==> config.mk <==
export PLATFORM = sky130hd
export DESIGN_NAME = ysyx_22040759_csr_file
export DESIGN_NICKNAME = d
export VERILOG_FILES = /design/src/rtl/ysyx_22040759_csr_file_pkg.sv /design/src/rtl/ysyx_22040759_csr_counter.sv /design/src/rtl/ysyx_22040759_csr_file.sv
export SDC_FILE = /design/constraint.sdc
export NUM_CORES = 1
export LEC_CHECK = 0
export ABC_AREA = 1
export BUFFER_PORTS_ARGS = -buffer_cell sky130_fd_sc_hd__buf_2
export CORE_ASPECT_RATIO = 1.25
export CORE_UTILIZATION = 52
export CTS_BUF_LIST = sky130_fd_sc_hd__clkbuf_4 sky130_fd_sc_hd__clkbuf_8
export DETAILED_ROUTE_END_ITERATION = 8
export MAX_ROUTING_LAYER = met4
export PLACE_DENSITY = 0.79
export SLEW_MARGIN = 15
export SYNTH_ARGS = -nofsm -noshare
export SYNTH_HDL_FRONTEND = slang
export SYNTH_SLANG_ARGS = --single-unit
==> constraint.sdc <==
create_clock -name clock -period 10 [get_ports clock]
set_clock_uncertainty 0.05 [all_clocks]
set_input_delay 1.5 -clock clock [delete_from_list [all_inputs] [get_ports clock]]
set_output_delay 1.5 -clock clock [all_outputs]
set_load 0.02 [all_outputs]
==> src/rtl/ysyx_22040759_csr_file_pkg.sv <==
// Shared definitions for the machine-mode CSR file: CSR addresses, mcause codes,
// exception_tpye bit positions and trap sequencer state encodings.
package ysyx_22040759_csr_file_pkg;

  localparam logic [11:0] CSR_MSTATUS  = 12'h300;
  localparam logic [11:0] CSR_MIE      = 12'h304;
  localparam logic [11:0] CSR_MTVEC    = 12'h305;
  localparam logic [11:0] CSR_MSCRATCH = 12'h340;
  localparam logic [11:0] CSR_MEPC     = 12'h341;
  localparam logic [11:0] CSR_MCAUSE   = 12'h342;
  localparam logic [11:0] CSR_MIP      = 12'h344;
  localparam logic [11:0] CSR_MCYCLE   = 12'hB00;
  localparam logic [11:0] CSR_MINSTRET = 12'hB02;
  localparam logic [11:0] CSR_MHARTID  = 12'hF14;

  localparam logic [63:0] MCAUSE_IRQ_TIMER = 64'h8000_0000_0000_0007;
  localparam logic [63:0] MCAUSE_ILLEGAL   = 64'd2;
  localparam logic [63:0] MCAUSE_EBREAK    = 64'd3;
  localparam logic [63:0] MCAUSE_ECALL     = 64'd11;

  localparam int EXC_ECALL   = 0;
  localparam int EXC_EBREAK  = 1;
  localparam int EXC_MRET    = 2;
  localparam int EXC_ILLEGAL = 3;
  localparam int EXC_CLINT   = 4;
  localparam int EXC_FENCEI  = 5;

  typedef enum logic [0:0] {
    ST_IDLE     = 1'b0,
    ST_REDIRECT = 1'b1
  } csr_state_e;

  // MPP is hard-wired to machine mode; only MIE and MPIE carry state.
  function automatic logic [63:0] mstatus_read(input logic mie, input logic mpie);
    logic [63:0] v;
    v        = 64'h0;
    v[12:11] = 2'b11;
    v[7]     = mpie;
    v[3]     = mie;
    return v;
  endfunction

endpackage

==> src/rtl/ysyx_22040759_csr_counter.sv <==
// 64-bit CSR counter: a software write takes priority over the increment; wraps silently.
module ysyx_22040759_csr_counter (
  input  logic        clock,
  input  logic        reset,
  input  logic        inc_en,
  input  logic        wen,
  input  logic [63:0] wdata,
  output logic [63:0] value
);

  always_ff @(posedge clock or posedge reset) begin
    if (reset) begin
      value <= 64'h0;
    end else if (wen) begin
      value <= wdata;
    end else if (inc_en) begin
      value <= value + 64'd1;
    end
  end

endmodule

==> src/rtl/ysyx_22040759_csr_file.sv <==
// Machine-mode CSR file and trap sequencer with a registered PC redirect to fetch.
// Build option YSYX_22040759_CSR_COUNTER_EN adds the mcycle/minstret counters.
module ysyx_22040759_csr_file
  import ysyx_22040759_csr_file_pkg::*;
(
  input  logic        clock,
  input  logic        reset,
  input  logic        commit_valid,
  input  logic [63:0] commit_pc,
  input  logic [16:0] exception_tpye,
  input  logic [11:0] csr_raddr,
  output logic [63:0] csr_rdata,
  input  logic        csr_wen,
  input  logic [11:0] csr_waddr,
  input  logic [63:0] csr_wdata,
  input  logic        mtip,
  output logic        commit_kill,
  output logic        busy,
  output logic        redirect_valid,
  output logic [63:0] redirect_pc,
  input  logic        redirect_ready
);

  csr_state_e  state;
  csr_state_e  state_next;

  logic        mstatus_mie;
  logic        mstatus_mpie;
  logic        mie_mtie;
  logic [63:0] mtvec;
  logic [63:0] mscratch;
  logic [63:0] mepc;
  logic [63:0] mcause;

  logic        irq_pending;
  logic        take_irq;
  logic        take_trap;
  logic        take_mret;
  logic        take_event;
  logic [63:0] trap_cause;

  // clint and fence.i are handled elsewhere in the pipeline.
  logic        unused_exc;
  assign unused_exc = ^exception_tpye[16:4];

  assign irq_pending = mstatus_mie & mie_mtie & mtip;

  // Trap priority: timer interrupt, illegal, ecall, ebreak, then mret.
  always_comb begin
    take_irq   = 1'b0;
    take_trap  = 1'b0;
    take_mret  = 1'b0;
    trap_cause = 64'h0;
    if (commit_valid && state == ST_IDLE) begin
      if (irq_pending) begin
        take_irq   = 1'b1;
        take_trap  = 1'b1;
        trap_cause = MCAUSE_IRQ_TIMER;
      end else if (exception_tpye[EXC_ILLEGAL]) begin
        take_trap  = 1'b1;
        trap_cause = MCAUSE_ILLEGAL;
      end else if (exception_tpye[EXC_ECALL]) begin
        take_trap  = 1'b1;
        trap_cause = MCAUSE_ECALL;
      end else if (exception_tpye[EXC_EBREAK]) begin
        take_trap  = 1'b1;
        trap_cause = MCAUSE_EBREAK;
      end else if (exception_tpye[EXC_MRET]) begin
        take_mret  = 1'b1;
      end
    end
  end

  assign take_event  = take_trap | take_mret;
  assign commit_kill = take_irq;
  assign busy        = (state == ST_REDIRECT);

  // Trap/mret updates win over, and drop, any same-cycle software CSR write.
  always_ff @(posedge clock or posedge reset) begin
    if (reset) begin
      mstatus_mie  <= 1'b0;
      mstatus_mpie <= 1'b0;
      mie_mtie     <= 1'b0;
      mtvec        <= 64'h0;
      mscratch     <= 64'h0;
      mepc         <= 64'h0;
      mcause       <= 64'h0;
    end else if (take_trap) begin
      mepc         <= commit_pc & ~64'h3;
      mcause       <= trap_cause;
      mstatus_mpie <= mstatus_mie;
      mstatus_mie  <= 1'b0;
    end else if (take_mret) begin
      mstatus_mie  <= mstatus_mpie;
      mstatus_mpie <= 1'b1;
    end else if (csr_wen) begin
      case (csr_waddr)
        CSR_MSTATUS: begin
          mstatus_mie  <= csr_wdata[3];
          mstatus_mpie <= csr_wdata[7];
        end
        CSR_MIE:      mie_mtie <= csr_wdata[7];
        CSR_MTVEC:    mtvec    <= csr_wdata & ~64'h3;
        CSR_MSCRATCH: mscratch <= csr_wdata;
        CSR_MEPC:     mepc     <= csr_wdata & ~64'h3;
        CSR_MCAUSE:   mcause   <= csr_wdata;
        default: ;
      endcase
    end
  end

`ifdef YSYX_22040759_CSR_COUNTER_EN
  logic [63:0] mcycle;
  logic [63:0] minstret;
  logic        wen_eff;

  assign wen_eff = csr_wen & ~take_event;

  ysyx_22040759_csr_counter u_mcycle (
    .clock  (clock),
    .reset  (reset),
    .inc_en (1'b1),
    .wen    (wen_eff && csr_waddr == CSR_MCYCLE),
    .wdata  (csr_wdata),
    .value  (mcycle)
  );

  ysyx_22040759_csr_counter u_minstret (
    .clock  (clock),
    .reset  (reset),
    .inc_en (commit_valid & ~take_event),
    .wen    (wen_eff && csr_waddr == CSR_MINSTRET),
    .wdata  (csr_wdata),
    .value  (minstret)
  );
`endif

  always_comb begin
    csr_rdata = 64'h0;
    case (csr_raddr)
      CSR_MSTATUS:  csr_rdata = mstatus_read(mstatus_mie, mstatus_mpie);
      CSR_MIE:      csr_rdata = {56'h0, mie_mtie, 7'h0};
      CSR_MTVEC:    csr_rdata = mtvec;
      CSR_MSCRATCH: csr_rdata = mscratch;
      CSR_MEPC:     csr_rdata = mepc;
      CSR_MCAUSE:   csr_rdata = mcause;
      CSR_MIP:      csr_rdata = {56'h0, mtip, 7'h0};
`ifdef YSYX_22040759_CSR_COUNTER_EN
      CSR_MCYCLE:   csr_rdata = mcycle;
      CSR_MINSTRET: csr_rdata = minstret;
`endif
      default:      csr_rdata = 64'h0;
    endcase
  end

  // Redirect handshake: redirect_valid rises the cycle after a trap/mret and,
  // with redirect_pc, holds until a cycle where redirect_valid & redirect_ready.
  always_comb begin
    state_next = state;
    case (state)
      ST_IDLE:     if (take_event) state_next = ST_REDIRECT;
      ST_REDIRECT: if (redirect_valid && redirect_ready) state_next = ST_IDLE;
      default:     state_next = ST_IDLE;
    endcase
  end

  always_ff @(posedge clock or posedge reset) begin
    if (reset) begin
      state          <= ST_IDLE;
      redirect_valid <= 1'b0;
      redirect_pc    <= 64'h0;
    end else begin
      state          <= state_next;
      redirect_valid <= (state_next == ST_REDIRECT);
      if (take_trap) begin
        redirect_pc <= mtvec;
      end else if (take_mret) begin
        redirect_pc <= mepc;
      end
    end
  end

endmodule

==> out/summary.txt, run 1 <==
post-synthesis compound-gate area fraction = 1.90%
post-synth cell types = 21
share of layout cells above drive strength 1 = 18.5%
Reg area = 7960 um2
First DRT Iteration DRCs = 1614
gp weighted congestion = 0.834
nets = 2462
DRC Markers = 0
crit-path max FO = 78
CTS clock-pin slew for the worst setup and hold paths = 0.06 ns
placed instance area = 17200 um2
Tmin final = 5.62 ns
#FFs+latches synth = 318
DP HPWL = 28500 um
Initial Util = 53.4%
vias in the first global route = 15.0k
reported leakage power = 10.0 nW
routed via count = 15.9k
Resized Gates After CTS = 0
drt pass-1 iters = 6
antenna violations before repair = 13
final setup fails = 0
CTS tree = built
highest clock rate = 178 MHz
commonest non-fill, non-tap cell in the layout = nand2_1
status = finished clean
Synth Area in XOR/XNOR = 0%
unrepaired setup endpoints after global routing = no
Crit Path Class = input pin to primary output
pin count of the biggest net entering global routing = 178
WL per Instance = 18.6 um
synthesized area = 15800 um2
Worst Path Buf+Inv = 3
syn_area_per_cell = 7.56 um2
Min-Delay Path Class = register to register
Final Hold Fails = 0
worst-margin pin slew = 1.09 ns
Post-Layout Cell Count = 2737
Max Root-Sink Buffers = 3
CTS Buf Count = 52
footprint of the multi-input gates = 6980 um2
post-DR vias/cell = 5.81
Max Slew Vio Count = 0
Synth Area in Adders = 0%
DRT Wirelength = 51000 um
Overall Global Routing Usage = 34.1%
CP top delay family = simple AND/OR/NAND/NOR gates
Critical Path Max Stage Delay = 0.87 ns
Fill cells = 2662
CP Launch Type = input pin
setup_tns = 0 ns
IO buf count = 288
mux share of post-synthesis cell area = 0%
dominant cells by area after synthesis = dfrtp_1 50%, nand2_1 19%, nand3_1 19%, buf_2 2.5%, nand4_1 2.3%
Slew headroom = 27.2%
Pwr Density = 169 nW/um2
most used cell, CP = buf_2
Syn-to-layout area delta = 16.4%
Final Cycle Share = 56.2%
MaxCap Viol Count = 0
Post-Synthesis Cells = 2085
post-CTS setup buffers = 0
# rows = 70
simple-gate portion of the synthesized area = 41.8%
area leader, netlist = dfrtp_1
Clock H-tree levels = 2
Root Driver = clkbuf_8
largest family of logic cells by synthesized area = simple AND/OR/NAND/NOR gates
Util after Layout = 62.2%
IO Pins = 306
die extent in y = 197 um
WP data arrival = 4.07 ns
Synth top area share = 50.5%
CTS sink count = 318
die area = 31000 um2
Yosys warning count = 0
most frequent cells in the layout = 813 x nand2_1, 584 x nand3_1, 318 x dfrtp_1
insertion delay to the later sink of the worst-skew pair = 0.60 ns
DP Cell Count = 2629
CP max-delay cell = nor2_4
Seq/Total Area, Yosys = 50.5%
number of routed nets with antenna violations = 0
grt ovf = 0
Peak VDD IR = 0.0996 mV
Final Cell Area = 18400 um2
core area = 29500 um2
CP endpoint kind = primary output
DIE WIDTH = 158 um
Hold Buf Count CTS = 0
first-pass GRT wire length = 79900 um
cell chain of the critical path = buf_2 > nor2_1 > nand2_1 > nor2_4 > buf_4 > nand3_1 > nand4_1 > buf_2
Worst Path Required = 8.45 ns
[registers in the layout, summed over array words and instances, names as in the netlist]
name and flops:
mscratch 64, mtvec 62, busy 1, redirect_pc 62, mstatus_mie 1, mstatus_mpie 1
mcause 64, mepc 62, mie_mtie 1
[routing by layer]
metal  part of all wire (%)  vias up  GRT usage (%)
met2                     46      949           51.9
met1                     39     7480           44.2
li1                       -     7318              -
met4                    4.2        0           15.7
met3                     11      153           6.33
met5                      0        -              -
[cells in the mapped netlist]
master,n
and2_1,1
buf_1,6
buf_2,78
buf_4,16
clkbuf_1,67
conb_1,1
dfrtp_1,318
inv_1,33
inv_2,1
nand2_1,815
nand2_2,4
nand3_1,584
nand4_1,59
nor2_1,32
nor2_2,3
nor2_4,3
nor3_2,2
nor3_4,1
o21ai_0,33
o21ai_1,27
or2_2,1
[tightest hold or removal path, stage by stage (launching register included)]
cell     delay (ns)
dfrtp_1        0.34
nand2_1        0.05
nand2_1        0.04
[metrics by stage]
step	total power, mW	hold slack [ns]	setup slack (ns)
2_1_floorplan	1.77	0.392	4.21
3_3_place_gp	1.90	0.404	4.43
3_5_place_dp	1.92	0.409	4.40
4_1_cts	3.11	0.424	4.38
5_1_grt	3.23	0.437	4.18
6_report	3.10	0.421	4.38
[cell families after synthesis]
family | Yosys count
other cells | 1
compound gates | 60
flops | 318
buf+inv | 201
simple gates | 1505
[power by group]
group / internal, mW / switching [mW] / total (mW)
Sequential: 1.40 / 0.0849 / 1.48
Combinational: 0.122 / 0.298 / 0.420
Clock: 0.663 / 0.540 / 1.20
[area by class of cell]
class | count | share of cell area, %
sequential | 318 | 43.4
multi-input combinational | 1567 | 38.0
timing repair buffer | 314 | 8.99
clock buffer | 84 | 5.72
tap | 396 | 2.70
inverter | 34 | 0.716
clock inverter | 10 | 0.314
antenna | 14 | 0.191
[path summary, 6_finish.rpt]
check | startpoint | end | slack (ns) | cells past startpoint
max | csr_raddr[11] | csr_rdata[40] | 4.38 | 8
min | mscratch[15] | mscratch[15] | 0.42 | 2
max reg2reg | busy | mtvec[24] | 6.66 | 9
min reg2reg | mscratch[15] | mscratch[15] | 0.42 | 2
max in group asynchronous | reset | mscratch[55] | 7.20 | 4
min in group asynchronous | reset | mcause[26] | 1.07 | 3
Note: power is estimated with default switching activity, not from simulation.
==> run 2, diff against run 1 <==
--- a/config.mk
+++ b/config.mk
@@ -5,14 +5,14 @@
 export SDC_FILE = /design/constraint.sdc
 export NUM_CORES = 1
 export LEC_CHECK = 0
-export ABC_AREA = 1
+export ABC_AREA = 0
 export BUFFER_PORTS_ARGS = -buffer_cell sky130_fd_sc_hd__buf_2
 export CORE_ASPECT_RATIO = 1.25
-export CORE_UTILIZATION = 52
+export CORE_UTILIZATION = 58
 export CTS_BUF_LIST = sky130_fd_sc_hd__clkbuf_4 sky130_fd_sc_hd__clkbuf_8
 export DETAILED_ROUTE_END_ITERATION = 8
 export MAX_ROUTING_LAYER = met4
-export PLACE_DENSITY = 0.79
+export PLACE_DENSITY = 0.83
 export SLEW_MARGIN = 15
 export SYNTH_ARGS = -nofsm -noshare
 export SYNTH_HDL_FRONTEND = slang
==> constraint.sdc (replaced) <==
create_clock -name clock -period 5.45 [get_ports clock]
set_clock_uncertainty 0.05 [all_clocks]
set_input_delay 0.8175 -clock clock [delete_from_list [all_inputs] [get_ports clock]]
set_output_delay 0.8175 -clock clock [all_outputs]
set_load 0.02 [all_outputs]
==> run 2 against run 1 <==
Net effect: die area decreased by 9.8%; register-to-register slack worse by 4.9 ns; first-iteration DRC count shrank 15%; combinational power increased by 130%; area after synthesis is 0.44% higher; sequential power is 88% higher; critical endpoint is now csr_rdata[48].
==> out/summary.txt, run 2 <==
status = finished clean
Initial Util = 59.0%
gp weighted congestion = 0.831
highest clock rate = 249 MHz
Critical Path Max Stage Delay = 0.67 ns
Final Cycle Share = 73.7%
setup_tns = 0 ns
Syn-to-layout area delta = 16.5%
number of synthesized flops with an enable pin = 0
CP max-delay cell = buf_4
Worst Path Required = 4.58 ns
Seq/Total Area, Yosys = 50.2%
commonest non-fill, non-tap cell in the layout = dfrtp_1
grt ovf = 0
Peak VDD IR = 0.230 mV
pin count of the biggest net entering global routing = 170
most used cell, CP = buf_2
drt pass-1 iters = 7
reg-to-reg startpoint = mstatus_mie
antenna violations before repair = 14
Resized Gates After CTS = 0
post-CTS setup buffers = 0
Max Slew Vio Count = 0
top flop regs = mcause (64), mscratch (64)
Overall Global Routing Usage = 36.3%
cell chain of the critical path = buf_2 > nor2b_4 > buf_4 > nand2_1 > o21ai_0 > a22o_1 > buf_2
prevailing post-synth register cell = dfrtp_1
CP top delay family = buffers and inverters
Slew headroom = 22.3%
Root Driver = clkbuf_8
Min-Delay Path Class = input pin to asynchronous set/reset pin
unrepaired setup endpoints after global routing = no
CTS Buf Count = 51
dominant cells by area after synthesis = dfrtp_1 50%, mux2_2 8.0%, a21oi_1 6.0%, nand2_1 6.0%, mux2i_1 4.2%
Synth top area share = 50.2%
DIE WIDTH = 150 um
Crit Path Class = input pin to primary output
sw frac = 29.5%
Worst R2R Path Depth = 6
cell-internal power = 4.14 mW
DP HPWL = 28300 um
MaxCap Viol Count = 0
synthesized area = 15800 um2
number of routed nets with antenna violations = 0
IO Pins = 306
placed instance area = 17400 um2
clock share of power = 36.0%
Post-Synthesis Cells = 1606
Worst R2R Setup Slack = 1.72 ns
reported leakage power = 8.74 nW
most frequent cell after synthesis = dfrtp_1
syn_area_per_cell = 9.86 um2
WL per Instance = 21.8 um
worst-margin pin slew = 1.17 ns
Combinational Power Share = 16.5%
Sequential Power Share = 47.5%
first-pass GRT wire length = 76600 um
final setup fails = 0
CP Launch Type = input pin
share of layout cells above drive strength 1 = 28.7%
Fill cells = 2069
Yosys warning count = 0
Hold Buf Count CTS = 0
First DRT Iteration DRCs = 1375
vias in the first global route = 14.5k
CTS sink count = 318
Final Cell Area = 18400 um2
die extent in y = 187 um
insertion delay to the later sink of the worst-skew pair = 0.59 ns
Clock H-tree levels = 2
Final Hold Fails = 0
asr flop ratio synth = 100%
crit-path max FO = 61
DRT Wirelength = 48500 um
core area = 26800 um2
#FFs+latches synth = 318
# rows = 67
DRC Markers = 0
Worst Path Buf+Inv = 3
Max Root-Sink Buffers = 3
CTS tree = built
post-synth cell types = 48
Pwr Density = 318 nW/um2
most frequent cells in the layout = 318 x dfrtp_1, 287 x buf_2, 250 x nand2_1
area leader, netlist = dfrtp_1
top cells by count, synth = 318 x dfrtp_1, 252 x nand2_1, 189 x a21oi_1, 130 x o21ai_0, 112 x mux2_2
CP endpoint kind = primary output
CTS clock-pin slew for the worst setup and hold paths = 0.06 ns
Tmin final = 4.02 ns
IO buf count = 288
routed via count = 14.3k
RR Endpoint = mtvec[63]
die area = 28000 um2
WP data arrival = 3.15 ns
P_sw = 1.73 mW
post-DR vias/cell = 6.44
nets = 2005
run 2: cell count changes in the layout (fill, tap and decap cells not counted), sizes merged, moves of 5 or more:
cell / previous run / this run
a22o: 0 / 58
a221o: 0 / 60
nor3: 3 / 8
mux2: 0 / 127
nand2: 819 / 252
o21ai: 60 / 130
or3: 0 / 65
a21oi: 0 / 190
nand4: 59 / 2
nand3: 584 / 64
mux2i: 0 / 67
clkinv: 7 / 2
inv: 33 / 5
nor2: 38 / 76
run 2: how the worst max path moves through the flow:
stage | startpoint | cells after the start | to
finish | csr_raddr[0] | 7 | csr_rdata[48]
global placement | mtip | 7 | mtvec[51]
detailed placement | mtip | 7 | mtvec[13]
floorplan | reset | 1 | busy
global route | csr_raddr[0] | 7 | csr_rdata[48]
CTS | csr_raddr[0] | 8 | csr_rdata[11]
run 2: per-stage QoR:
step	hold WS, ns	utilization (%)	power [mW]	setup WS [ns]	instances
detailed placement	0.429	64.7	3.78	1.37	2122
global route	0.390	68.8	6.11	1.39	2222
CTS	0.366	68.6	5.88	1.54	2208
finish	0.396	68.8	5.86	1.43	2222
floorplan	0.407	-	3.38	0.344	1607
global placement	0.416	64.7	3.73	1.44	2122
run 2: tightest hold or removal path, delay by kind of cell:
kind / cells / cell delay, ns
buffers and inverters: 3 / 0.72
run 2: kinds of logic (layout without fill, tap and decap cells):
logic type / count (synthesis) / count (layout) / synth area share [%]
AND/OR/NAND/NOR: 488 / 488 / 14.0
AO/OA/AOI/OAI: 454 / 454 / 18.0
flip-flops: 318 / 318 / 50.2
multiplexers: 194 / 194 / 13.3
buffers and inverters: 151 / 407 / 4.49
other: 1 / 16 / 0.0237
run 2: area by class of cell:
| class | count | area (um2) | share of cell area, % |
|---|---|---|---|
| clock inverter | 2 | 10.0 | 0.0543 |
| tap | 345 | 432 | 2.34 |
| timing repair buffer | 315 | 1680 | 9.13 |
| clock buffer | 84 | 1040 | 5.66 |
| sequential | 318 | 7960 | 43.1 |
| antenna | 14 | 35.0 | 0.190 |
| inverter | 6 | 26.3 | 0.142 |
| multi-input combinational | 1138 | 7260 | 39.3 |
run 2: layer usage:
layer / track usage [%] / up-vias / share of wire, %
met5: - / - / 0
met4: 21.1 / 0 / 5.0
met3: 7.36 / 184 / 10
met2: 55.8 / 876 / 48
met1: 44.1 / 7028 / 37
li1: - / 6227 / -
run 2: power groups by stage:
stage / sequential (mW) / clock, mW / combinational [mW]
2_1_floorplan: 2.91 / 0 / 0.472
3_3_place_gp: 2.80 / 0 / 0.933
3_5_place_dp: 2.82 / 0 / 0.958
4_1_cts: 2.78 / 2.14 / 0.964
5_1_grt: 2.81 / 2.24 / 1.05
6_report: 2.78 / 2.11 / 0.968
